## src/rtl/ctrl_pkg.sv

```systemverilog
// Purpose: shared types and select encodings for the multicycle RV32I control unit.
// Latency: n/a (declarations only).
// Backpressure: n/a.
package ctrl_pkg;

   // FSM states of the multicycle sequencer
   typedef enum logic [3:0] {
      FETCH    = 4'd0,
      DECODE   = 4'd1,
      MEMADR   = 4'd2,
      MEMREAD  = 4'd3,
      MEMWB    = 4'd4,
      MEMWRITE = 4'd5,
      EXECR    = 4'd6,
      EXECI    = 4'd7,
      ALUWB    = 4'd8,
      BRANCH   = 4'd9,
      JAL      = 4'd10,
      LUI      = 4'd11,
      TRAP     = 4'd12
   } state_t;

   // Major opcodes recognised by DECODE
   localparam logic [6:0] OP_LOAD   = 7'b0000011;
   localparam logic [6:0] OP_STORE  = 7'b0100011;
   localparam logic [6:0] OP_RTYPE  = 7'b0110011;
   localparam logic [6:0] OP_ITYPE  = 7'b0010011;
   localparam logic [6:0] OP_BRANCH = 7'b1100011;
   localparam logic [6:0] OP_JAL    = 7'b1101111;
   localparam logic [6:0] OP_LUI    = 7'b0110111;

   // ALU operation codes
   typedef enum logic [3:0] {
      ALU_ADD  = 4'd0,
      ALU_SUB  = 4'd1,
      ALU_AND  = 4'd2,
      ALU_OR   = 4'd3,
      ALU_XOR  = 4'd4,
      ALU_SLT  = 4'd5,
      ALU_SLTU = 4'd6,
      ALU_SLL  = 4'd7,
      ALU_SRL  = 4'd8,
      ALU_SRA  = 4'd9
   } alu_ctrl_t;

   // ALU operand A sources
   localparam logic [1:0] SRCA_PC    = 2'b00;
   localparam logic [1:0] SRCA_OLDPC = 2'b01;
   localparam logic [1:0] SRCA_RS1   = 2'b10;
   localparam logic [1:0] SRCA_ZERO  = 2'b11;

   // ALU operand B sources
   localparam logic [1:0] SRCB_RS2  = 2'b00;
   localparam logic [1:0] SRCB_IMM  = 2'b01;
   localparam logic [1:0] SRCB_FOUR = 2'b10;

   // Result bus sources
   localparam logic [1:0] RES_ALUOUT = 2'b00;
   localparam logic [1:0] RES_RDATA  = 2'b01;
   localparam logic [1:0] RES_ALURES = 2'b10;

   // Immediate formats
   localparam logic [2:0] IMM_I = 3'b000;
   localparam logic [2:0] IMM_S = 3'b001;
   localparam logic [2:0] IMM_B = 3'b010;
   localparam logic [2:0] IMM_J = 3'b011;
   localparam logic [2:0] IMM_U = 3'b100;

endpackage

```

## src/rtl/multicycle_control_unit_alu_decoder.sv

```systemverilog
// Purpose: maps funct3/funct7 (and op bit 5 for R vs I type) to an ALU operation.
// Latency: purely combinational.
// Backpressure: none.
module alu_decoder
   import ctrl_pkg::*;
(
   input  logic       op_b5,
   input  logic [2:0] funct3,
   input  logic       funct7,
   output logic [3:0] alu_ctrl
);

   // funct3 selects the operation; funct7 picks SUB/SRA, but SUB only for R-type
   always_comb begin
      alu_ctrl = ALU_ADD;
      case (funct3)
         3'b000:  alu_ctrl = (op_b5 & funct7) ? ALU_SUB : ALU_ADD;
         3'b001:  alu_ctrl = ALU_SLL;
         3'b010:  alu_ctrl = ALU_SLT;
         3'b011:  alu_ctrl = ALU_SLTU;
         3'b100:  alu_ctrl = ALU_XOR;
         3'b101:  alu_ctrl = funct7 ? ALU_SRA : ALU_SRL;
         3'b110:  alu_ctrl = ALU_OR;
         default: alu_ctrl = ALU_AND;
      endcase
   end

endmodule

```

## src/rtl/multicycle_control_unit.sv

```systemverilog
// Purpose: FSM sequencer for the multicycle RV32I datapath (optional MULTICYCLE_MEM_WAIT_EN memory wait).
// Latency: branch 3, R/I/store/JAL/LUI 4, load 5 cycles (plus memory wait cycles when enabled).
// Backpressure: with MULTICYCLE_MEM_WAIT_EN, FETCH/MEMREAD/MEMWRITE hold until mem_ready_i.
module multicycle_control_unit
   import ctrl_pkg::*;
#(
   parameter int ALU_CTRL_W   = 4,
   parameter int MEM_WAIT_MAX = 15
)(
   input  logic                  clk_i,
   input  logic                  rst_n_i,
   input  logic [6:0]            op_i,
   input  logic [2:0]            funct3_i,
   input  logic                  funct7_i,
   input  logic                  Zero_i,
   input  logic                  LT_i,
   input  logic                  LTU_i,
   input  logic                  mem_ready_i,
   output logic                  PCWrite_o,
   output logic                  AdrSrc_o,
   output logic                  IRWrite_o,
   output logic                  MemWrite_o,
   output logic                  RegWrite_o,
   output logic [1:0]            ALUSrcA_o,
   output logic [1:0]            ALUSrcB_o,
   output logic [1:0]            ResultSrc_o,
   output logic [2:0]            ImmSrc_o,
   output logic [ALU_CTRL_W-1:0] ALUControl_o,
   output logic                  illegal_o,
   output logic                  mem_err_o
);

   localparam int WAIT_CNT_W = ($clog2(MEM_WAIT_MAX + 1) > 4) ? $clog2(MEM_WAIT_MAX + 1) : 4;

   if (ALU_CTRL_W < 4) begin : g_bad_alu_w
      $error("ALU_CTRL_W must be at least 4");
   end

   state_t     state, state_nxt;
   logic       illegal_q;
   logic       mem_ok;
   logic       mem_tmo;
   logic [3:0] alu_dec;

   logic       pc_wr, adr_src, ir_wr, mem_wr, reg_wr;
   logic [1:0] src_a, src_b, res_src;
   logic [2:0] imm_src;
   logic [3:0] alu_op;

   alu_decoder u_alu_decoder (
      .op_b5    (op_i[5]),
      .funct3   (funct3_i),
      .funct7   (funct7_i),
      .alu_ctrl (alu_dec)
   );

`ifdef MULTICYCLE_MEM_WAIT_EN
   logic [WAIT_CNT_W-1:0] wait_cnt;
   logic                  mem_err_q;
   logic                  in_mem_state;

   assign in_mem_state = (state == FETCH) || (state == MEMREAD) || (state == MEMWRITE);
   assign mem_ok       = mem_ready_i;
   assign mem_tmo      = in_mem_state && !mem_ready_i &&
                         (wait_cnt == WAIT_CNT_W'(MEM_WAIT_MAX - 1));
   assign mem_err_o    = mem_err_q;

   // Wait counter restarts on every state change and counts stalled cycles
   always_ff @(posedge clk_i or negedge rst_n_i) begin
      if (!rst_n_i) begin
         wait_cnt  <= '0;
         mem_err_q <= 1'b0;
      end else begin
         if (state_nxt != state) wait_cnt <= '0;
         else if (in_mem_state)  wait_cnt <= wait_cnt + 1'b1;
         if (mem_tmo) mem_err_q <= 1'b1;
      end
   end
`else
   logic [WAIT_CNT_W-1:0] unused_wait_lim;
   logic                  unused_mem_ready;

   assign unused_wait_lim  = WAIT_CNT_W'(MEM_WAIT_MAX);
   assign unused_mem_ready = mem_ready_i;
   assign mem_ok           = 1'b1;
   assign mem_tmo          = 1'b0;
   assign mem_err_o        = 1'b0;
`endif

   // State register and sticky illegal flag (set whenever TRAP is entered)
   always_ff @(posedge clk_i or negedge rst_n_i) begin
      if (!rst_n_i) begin
         state     <= FETCH;
         illegal_q <= 1'b0;
      end else begin
         state     <= state_nxt;
         illegal_q <= illegal_q | (state_nxt == TRAP);
      end
   end

   // Next-state and Moore output decode; PCWrite in BRANCH depends on the flags
   always_comb begin
      state_nxt = state;
      pc_wr     = 1'b0;
      adr_src   = 1'b0;
      ir_wr     = 1'b0;
      mem_wr    = 1'b0;
      reg_wr    = 1'b0;
      src_a     = SRCA_PC;
      src_b     = SRCB_RS2;
      res_src   = RES_ALUOUT;
      imm_src   = IMM_I;
      alu_op    = ALU_ADD;
      case (state)
         FETCH: begin
            src_b   = SRCB_FOUR;
            res_src = RES_ALURES;
            ir_wr   = mem_ok;
            pc_wr   = mem_ok;
            if (mem_ok)       state_nxt = DECODE;
            else if (mem_tmo) state_nxt = TRAP;
         end
         DECODE: begin
            src_a   = SRCA_OLDPC;
            src_b   = SRCB_IMM;
            imm_src = IMM_B;
            case (op_i)
               OP_LOAD, OP_STORE: state_nxt = MEMADR;
               OP_RTYPE:          state_nxt = EXECR;
               OP_ITYPE:          state_nxt = EXECI;
               OP_BRANCH:         state_nxt = BRANCH;
               OP_JAL:            state_nxt = JAL;
               OP_LUI:            state_nxt = LUI;
               default:           state_nxt = TRAP;
            endcase
         end
         MEMADR: begin
            src_a     = SRCA_RS1;
            src_b     = SRCB_IMM;
            imm_src   = op_i[5] ? IMM_S : IMM_I;
            state_nxt = op_i[5] ? MEMWRITE : MEMREAD;
         end
         MEMREAD: begin
            adr_src = 1'b1;
            if (mem_ok)       state_nxt = MEMWB;
            else if (mem_tmo) state_nxt = TRAP;
         end
         MEMWB: begin
            res_src   = RES_RDATA;
            reg_wr    = 1'b1;
            state_nxt = FETCH;
         end
         MEMWRITE: begin
            adr_src = 1'b1;
            mem_wr  = 1'b1;
            if (mem_ok)       state_nxt = FETCH;
            else if (mem_tmo) state_nxt = TRAP;
         end
         EXECR: begin
            src_a     = SRCA_RS1;
            src_b     = SRCB_RS2;
            alu_op    = alu_dec;
            state_nxt = ALUWB;
         end
         EXECI: begin
            src_a     = SRCA_RS1;
            src_b     = SRCB_IMM;
            imm_src   = IMM_I;
            alu_op    = alu_dec;
            state_nxt = ALUWB;
         end
         ALUWB: begin
            res_src   = RES_ALUOUT;
            reg_wr    = 1'b1;
            state_nxt = FETCH;
         end
         BRANCH: begin
            src_a     = SRCA_RS1;
            src_b     = SRCB_RS2;
            alu_op    = ALU_SUB;
            res_src   = RES_ALUOUT;
            state_nxt = FETCH;
            case (funct3_i)
               3'b000:  pc_wr = Zero_i;
               3'b001:  pc_wr = !Zero_i;
               3'b100:  pc_wr = LT_i;
               3'b101:  pc_wr = !LT_i;
               3'b110:  pc_wr = LTU_i;
               3'b111:  pc_wr = !LTU_i;
               default: state_nxt = TRAP;
            endcase
         end
         JAL: begin
            src_a     = SRCA_OLDPC;
            src_b     = SRCB_FOUR;
            res_src   = RES_ALUOUT;
            pc_wr     = 1'b1;
            state_nxt = ALUWB;
         end
         LUI: begin
            src_a     = SRCA_ZERO;
            src_b     = SRCB_IMM;
            imm_src   = IMM_U;
            state_nxt = ALUWB;
         end
         TRAP: begin
            state_nxt = TRAP;
         end
         default: begin
            state_nxt = FETCH;
         end
      endcase
   end

   // Architectural enables are held off for as long as reset is asserted
   assign PCWrite_o    = pc_wr  & rst_n_i;
   assign IRWrite_o    = ir_wr  & rst_n_i;
   assign MemWrite_o   = mem_wr & rst_n_i;
   assign RegWrite_o   = reg_wr & rst_n_i;
   assign AdrSrc_o     = adr_src;
   assign ALUSrcA_o    = src_a;
   assign ALUSrcB_o    = src_b;
   assign ResultSrc_o  = res_src;
   assign ImmSrc_o     = imm_src;
   assign ALUControl_o = ALU_CTRL_W'(alu_op);
   assign illegal_o    = illegal_q;

endmodule
```

## config.mk

```make
export PLATFORM = sky130hd
export DESIGN_NAME = multicycle_control_unit
export DESIGN_NICKNAME = d
export VERILOG_FILES = /design/src/rtl/ctrl_pkg.sv /design/src/rtl/multicycle_control_unit_alu_decoder.sv /design/src/rtl/multicycle_control_unit.sv
export SDC_FILE = /design/constraint.sdc
export NUM_CORES = 1
export LEC_CHECK = 0
export ABC_CLOCK_PERIOD_IN_PS = 1600
export CAP_MARGIN = 20
export CORE_MARGIN = 2
export CORE_UTILIZATION = 55
export DETAILED_ROUTE_END_ITERATION = 12
export DONT_BUFFER_PORTS = 1
export PLACE_DENSITY_LB_ADDON = 0.05
export SKIP_LAST_GASP = 1
export SYNTH_ARGS = -nofsm -noshare
export SYNTH_HDL_FRONTEND = slang
export SYNTH_SLANG_ARGS = --single-unit
```

## constraint.sdc

```tcl
create_clock -name clk_i -period 1.6 [get_ports clk_i]
set_input_delay 0.4 -clock clk_i [delete_from_list [all_inputs] [get_ports clk_i]]
set_output_delay 0.4 -clock clk_i [all_outputs]
set_load 0.02 [all_outputs]
```

==> results of run 1 <==
[timing repair]
action	in CTS	in global routing
hold buffers	1	0
setup endpoints to repair	17	18
resized for setup	21	23
pin swaps	3	9
buffers inserted	7	4
hold endpoints to repair	5	0
[critical path: cells and delay by family, from the launching register on]
family	cells	cell delay, ps
AND/OR/NAND/NOR	3	510
flip-flops	1	490
buffers and inverters	1	170
AO/OA/AOI/OAI	1	60
[sequential cells by signal, indices dropped and copies added, names as in the netlist]
register   count
state          4
illegal_o      1
[power groups by stage]
stage	combinational, mW	clock [mW]	sequential [mW]
CTS	1.19	0.151	0.240
global placement	1.02	0	0.240
finish	1.45	0.178	0.269
detailed placement	1.04	0	0.239
global route	1.51	0.189	0.275
floorplan	0.711	0	0.227
[routing by layer]
layer | share of wire | up-vias
met5 | 0 | -
met4 | 0.074 | 0
met3 | 0.10 | 32
met2 | 0.49 | 96
met1 | 0.34 | 489
li1 | - | 435
[worst max path at each step]
| stage | from | endpoint | slack [ps] |
|---|---|---|---|
| 4_1_cts | state[1] | ALUSrcA_o[0] | -140 |
| 2_1_floorplan | funct3_i[2] | PCWrite_o | -70 |
| 5_1_grt | state[1] | ALUSrcA_o[0] | -340 |
| 6_report | state[1] | ALUSrcA_o[0] | -300 |
| 3_3_place_gp | funct3_i[2] | PCWrite_o | -2 |
| 3_5_place_dp | funct3_i[2] | PCWrite_o | -20 |
[cells by family after synthesis]
family	after synthesis
and+or+nand+nor	58
AOI/OAI and AO/OA	25
buffers and inverters	12
DFF	5
xor gates and xnor gates	4
muxes	4
other	1
[through the flow]
stage	worst slack (ps)	instance area [um^2]	hold slack, ps	std cells
CTS	-142	1060	328	151
detailed placement	-23.5	916	105	139
finish	-302	1190	328	155
floorplan	-71.2	769	104	109
global placement	-2.07	916	105	139
global route	-336	1190	349	155
[final cells by class]
class / count / area [um^2] / share of cell area
inverters: 2 / 10.0 / 0.00844
multi-input cells: 92 / 686 / 0.578
flip-flops and latches: 5 / 128 / 0.108
repair buffers: 37 / 318 / 0.268
well taps: 15 / 18.8 / 0.0158
clock buffers: 4 / 26.3 / 0.0222
[cells in the final DEF, fill, tap and decap left out, types with 3 or more instances in the layout]
master                     instances
sky130_fd_sc_hd__dfrtp_1           3
sky130_fd_sc_hd__nor2_1            9
sky130_fd_sc_hd__nor2_4            4
sky130_fd_sc_hd__nor2b_1           4
sky130_fd_sc_hd__clkbuf_4          3
sky130_fd_sc_hd__mux2i_1           3
sky130_fd_sc_hd__buf_6            10
sky130_fd_sc_hd__o21ai_1           4
sky130_fd_sc_hd__a21oi_2           3
sky130_fd_sc_hd__nand2_1          12
sky130_fd_sc_hd__nand2b_1          3
sky130_fd_sc_hd__a21oi_1           5
sky130_fd_sc_hd__o21ai_0           3
sky130_fd_sc_hd__buf_4            26
==> parameters.txt, run 1 <==
Parameter                              Value

Pwr
  Power density relative to cell area ... about 1600 nW/um^2
  Maximum resistive drop on vdd ... 1010 uV
  Leak Pwr ... 0.518 nW
  Share of total power in the clock network ... 0.094
  Power spent charging and discharging nets ... 959 uW
  Sequential share of power ... 0.142
  Share of power burned in combinational logic ... 0.764
  Proportion of total power due to net switching ... 0.506
  Total Power ... around 1.9 mW
  Internal ... 936 uW

Finish
  Filler Cell Count ... 42
  Fraction of layout instances using a drive strength above 1 ... 0.521
  Number of nets in the layout ... ~160
  Post-layout util ... 0.935
  Ant diodes ... 0
  Layout Area Growth over Synthesis ... 63.2%

Synthesis
  Number of synthesized flops with an enable pin ... 0
  Largest family of logic cells by synthesized area ... simple AND/OR/NAND/NOR gates
  Dominant synthesized flop cell ... sky130_fd_sc_hd__dfrtp_1
  Part of the Yosys area used for sequential elements ... 0.172
  Simple-gate share of the synthesized area ... 0.427
  XOR/XNOR Fraction of Synth Area ... 0.0482
  Area share of the leading cell type in the synthesized netlist ... 0.172
  Compound-cell area share of the yosys netlist ... 0.213
  Top post-synthesis cells by count ... sky130_fd_sc_hd__nand2_1, sky130_fd_sc_hd__nor2_1, sky130_fd_sc_hd__a21oi_1, sky130_fd_sc_hd__nor2b_1
  Area leader, netlist ... sky130_fd_sc_hd__dfrtp_1
  Post-synthesis adder-cell area fraction ... 0
  Cells after synthesis ... about 110
  Post-synth net total ... 126
  Number of register bits inferred by synthesis ... 5
  Cell types occupying the most area after synthesis ... sky130_fd_sc_hd__dfrtp_1, sky130_fd_sc_hd__nand2_1, sky130_fd_sc_hd__nor2_1
  Mux share of post-synthesis cell area ... 0.0568
  Avg Inst Size Synth ... between 6 and 7 um^2
  Count leader, synth ... sky130_fd_sc_hd__nand2_1
  Count of synthesis-stage warnings from yosys ... 0
  Number of distinct standard cells referenced by the synthesized netlist ... 36
  Proportion of register bits with asynchronous set or reset after synthesis ... 1.00
  Total standard cell area after synthesis ... 727 um^2

Placement
  Last weighted congestion value of the routability-driven placer ... 0.807
  Sum of net half-perimeters after detailed placement ... 1.50 mm
  I/O Buffers ... 0

Clock network
  Level count of the clock H-tree ... 1
  Clk sink count ... 5
  Clock insertion delay at the later pin of the skew report ... approximately 280 ps
  Clock tree from TritonCTS ... done
  Root Driver ... sky130_fd_sc_hd__clkbuf_4
  Buffer depth of the longest clock path ... 2
  CTS Buf Count ... 3
  Clock transition at path regs ... 70 ps

GRT
  Antenna violations before repair ... 0
  Met1 demand-to-capacity share in global routing ... 0.347
  Number of global-route vias before repair ... 802
  Global-route usage over all layers ... 0.298
  Highest-utilization routing layer at the global route stage ... met2
  Pin count of the biggest net entering global routing ... 10
  Wire length of the first global-routing pass ... 3.31 mm
  Met2 demand-to-capacity share in global routing ... 0.520
  Global route overflow ... 0
  Met3 track demand over resource in global routing ... 0.0389

Floorplan
  Floorplan core area ... approximately 1300 um^2
  Width of the die ... 40.4 um
  Chip height ... about 40 um
  Initial standard-cell utilization of the core ... 0.573
  I/O pins ... 37
  Die ar. ... 1630 um^2
  Count of standard-cell rows ... 13

Drt
  Total Wirelength ... between 3 and 4 mm
  Residual DRC ... 0
  Routed via count ... between 1000 and 1500
  Detailed Routing Iterations Pass 1 ... 5
  First-iteration detailed-routing DRC count ... 74
  Routed wire length per instance ... 21.9 um
  Post-detailed-route via-to-cell ratio ... just under 7
  Remaining number of nets flagged by the antenna check after routing ... 0

Timing
  Number of failing setup endpoints in the final timing report ... 17
  Slew Viols, Final ... 0
  Hold violation count in the final report ... 0
  Final setup slack of the worst path ... -302 ps
  Period utilization ... 1.19
  Min Clock Period, post-route ... 1900 ps
  Setup repair after global routing missed its margin ... yes
  Max Freq ... 0.526 GHz
  Setup TNS Final ... -3310 ps
  Final setup skew ... 19.5 ps

Worst setup path
  Crit-path most repeated cell ... sky130_fd_sc_hd__nor2_1
  Required time at the worst-slack endpoint ... 1200 ps
  Crit Reg-Reg Startpoint ... state[2]
  CP peak stage delay ... slightly below 500 ps
  Crit path max-delay cell type ... sky130_fd_sc_hd__dfrtp_2
  R2r setup slk ... 40 ps
  Crit-path cells ... nand2b_2, nor2_1, a21oi_1, nor2_1, buf_4
  Startpoint class of the critical path ... register
  Data arrival time of the worst path ... 1500 ps
  Worst flop-to-flop path endpoint ... illegal_o
  Endpoint type of the worst setup path ... primary output
  Critical path start-end classification ... reg2out
  Worst-path fanout max ... 8
  Cell count of the worst reg-to-reg path ... 5

Min path
  Hold Path Sink ... state[0]
  Hold path start ... op_i[3]
  WHS Path Cells ... 3
  Hold Crit Class ... in2reg

Run
  Number of maximum-capacitance constraint violations ... 0

Outcome
  Violations in the final reports ... setup timing
  Outcome ... complete, but fails checks
(Power assumes the default switching activity.)
==> run 2: changes to the inputs <==
--- a/config.mk
+++ b/config.mk
@@ -6,12 +6,11 @@
 export NUM_CORES = 1
 export LEC_CHECK = 0
 export ABC_CLOCK_PERIOD_IN_PS = 1600
-export CAP_MARGIN = 20
 export CORE_MARGIN = 2
 export CORE_UTILIZATION = 55
 export DETAILED_ROUTE_END_ITERATION = 12
 export DONT_BUFFER_PORTS = 1
-export PLACE_DENSITY_LB_ADDON = 0.05
+export PLACE_DENSITY_LB_ADDON = 0.25
 export SKIP_LAST_GASP = 1
 export SYNTH_ARGS = -nofsm -noshare
 export SYNTH_HDL_FRONTEND = slang
==> run 2 against run 1 <==
  * The flow still finishes with violations (setup timing)
  * Die area is the same
  * Sequential cell count unchanged
  * Cell count fell by 1.9%
  * Clock power down 17%
  * First-iteration DRC count fell by 23%
  * Clock-buffer cell count stayed put
  * Worst setup slack gained 1.3 ps
  * Sequential share of layout area rose by 0.54 points
  * Worst hold slack improved by 25 ps
  * Highest routed layer unchanged
==> parameters.txt, run 2 (synthesis gave the netlist of run 1 again) <==
Parameter                              Value

Outcome
  Outcome ... complete, but fails checks
  Violations in the final reports ... setup timing

Worst setup path
  Required time at the worst-slack endpoint ... between 1000 and 1500 ps
  Worst Setup SP ... state[0]
  Startpoint class of the critical path ... register
  Data arrival time of the worst path ... ~1500 ps
  Crit Reg-Reg Startpoint ... state[1]
  Endpoint type of the worst setup path ... primary output
  Critical path start-end classification ... reg2out
  Worst-path fanout max ... 4

Timing
  Slew Viols, Final ... 0
  Period utilization ... 1.19
  Hold violation count in the final report ... 0
  Final worst hold slack ... about 350 ps
  Max Freq ... between 0.5 and 0.6 GHz
  Setup repair after global routing missed its margin ... yes
  Setup TNS Final ... -2500 ps
  Final setup slack of the worst path ... -300 ps
  Number of failing setup endpoints in the final timing report ... 19
  Min Clock Period, post-route ... 1900 ps
  Final setup skew ... between 0.2 and 0.25 ps

GRT
  Pin count of the biggest net entering global routing ... 10
  Antenna violations before repair ... 0
  Global route overflow ... 0
  Wire length of the first global-routing pass ... between 2 and 3 mm
  Global-route usage over all layers ... 0.260
  Number of global-route vias before repair ... 698

Drt
  First-iteration detailed-routing DRC count ... 57
  Detailed-routed wire length on met3 ... 229 um
  Routed wire length per instance ... 17.4 um
  Residual DRC ... 0
  Met2 routed WL ... about 1.3 mm
  Top layer in use ... met4
  Remaining number of nets flagged by the antenna check after routing ... 0
  Total routed wire length on the met1 layer ... just under 1 mm
  Post-detailed-route via-to-cell ratio ... 6.30
  Routed via count ... 957
  Detailed Routing Iterations Pass 1 ... 4
  Total Wirelength ... 2.65 mm

Clock network
  Clock insertion delay at the later pin of the skew report ... 240 ps
  CTS Buf Count ... 3
  Clock tree from TritonCTS ... done
  Root Driver ... sky130_fd_sc_hd__clkbuf_4
  Level count of the clock H-tree ... 1
  Clock transition at path regs ... 40 ps
  Buffer depth of the longest clock path ... 2
  Clk sink count ... 5

Floorplan
  Width of the die ... 40.4 um
  Floorplan core area ... 1270 um^2
  Die ar. ... roughly 1600 um^2
  I/O pins ... 37
  Chip height ... 40.4 um
  Count of standard-cell rows ... 13
  Initial standard-cell utilization of the core ... 0.573

Min path
  Hold path start ... op_i[3]
  Hold Crit Class ... in2reg

Finish
  Max FFs per register ... 4
  Ant diodes ... 0
  Number of nets in the layout ... 155
  Layout Area Growth over Synthesis ... 55.4%
  Largest register by flop count ... state
  Filler Cell Count ... between 50 and 60
  Fraction of layout instances using a drive strength above 1 ... 0.482
  Post-layout util ... 0.891
  Most common cell after layout, fill and taps aside ... sky130_fd_sc_hd__buf_4
  Commonest cells after routing, fill and taps aside ... sky130_fd_sc_hd__buf_4, sky130_fd_sc_hd__nand2_1, sky130_fd_sc_hd__nor2_1, sky130_fd_sc_hd__a21oi_1, sky130_fd_sc_hd__buf_6

Pwr
  Proportion of total power due to net switching ... 0.488
  Power spent charging and discharging nets ... between 800 and 900 uW
  Sequential share of power ... 0.142
  Leak Pwr ... 0.480 nW
  Share of total power in the clock network ... 0.082
  Share of power burned in combinational logic ... 0.776
  Total Power ... 1.79 mW
  Power density relative to cell area ... 1590 nW/um^2
  Internal ... 918 uW
  Maximum resistive drop on vdd ... 688 uV

Run
  Number of maximum-capacitance constraint violations ... 0

Placement
  Sum of net half-perimeters after detailed placement ... between 1 and 1.5 mm
  I/O Buffers ... 0
  Last weighted congestion value of the routability-driven placer ... 0.794
-- run 2: final timing paths --
kind,slack [ps],end,depth (start not counted)
setup / recovery,-300,ALUSrcB_o[0],5
hold reg to reg,630,illegal_o,1
min in group asynchronous,450,state[2],1
setup reg to reg,-20,illegal_o,6
hold / removal,350,state[0],3
max in group asynchronous,940,state[1],1
-- run 2: metrics by stage --
step | std cells | setup WS (ps) | area [um^2]
after global placement | 137 | 3.71 | 901
final | 152 | -300 | 1130
after floorplan | 109 | -71.2 | 769
after CTS | 149 | -136 | 1050
after global routing | 152 | -326 | 1130
after detailed placement | 137 | -18.7 | 901
-- run 2: power by group through the flow --
stage / clock, mW / combinational, mW / sequential [mW]
after global placement: 0 / 0.990 / 0.228
after detailed placement: 0 / 1.01 / 0.231
after floorplan: 0 / 0.711 / 0.227
final: 0.147 / 1.39 / 0.255
after CTS: 0.142 / 1.18 / 0.237
after global routing: 0.160 / 1.46 / 0.255
-- run 2: critical path, cell delays in order, from the launching register on --
cell	delay, ps
sky130_fd_sc_hd__dfrtp_1	410
sky130_fd_sc_hd__buf_4	150
sky130_fd_sc_hd__nor2b_4	40
sky130_fd_sc_hd__o31ai_1	320
sky130_fd_sc_hd__o21ai_1	140
sky130_fd_sc_hd__buf_4	180
-- run 2: area by class of cell --
class,count,area (um^2),share of cell area
Multi-Input combinational cell,92,667,0.590
Timing Repair Buffer,34,280,0.248
Sequential cell,5,128,0.113
Clock buffer,4,26.3,0.0233
Tap cell,15,18.8,0.0166
Inverter,2,10.0,0.00886
-- run 2: per-layer routing --
metal | global-route usage | up-vias
li1 | - | 434
met1 | 0.359 | 440
met2 | 0.425 | 67
met3 | 0.0389 | 16
met4 | 0.0500 | 0
met5 | 0 | -
-- run 2: repair_timing --
item	in CTS	in global routing
pin swaps	1	8
endpoints found under the setup margin	18	18
gates resized for setup	18	16
hold buffers	1	0
buffers inserted	7	3
hold endpoints to repair	5	0
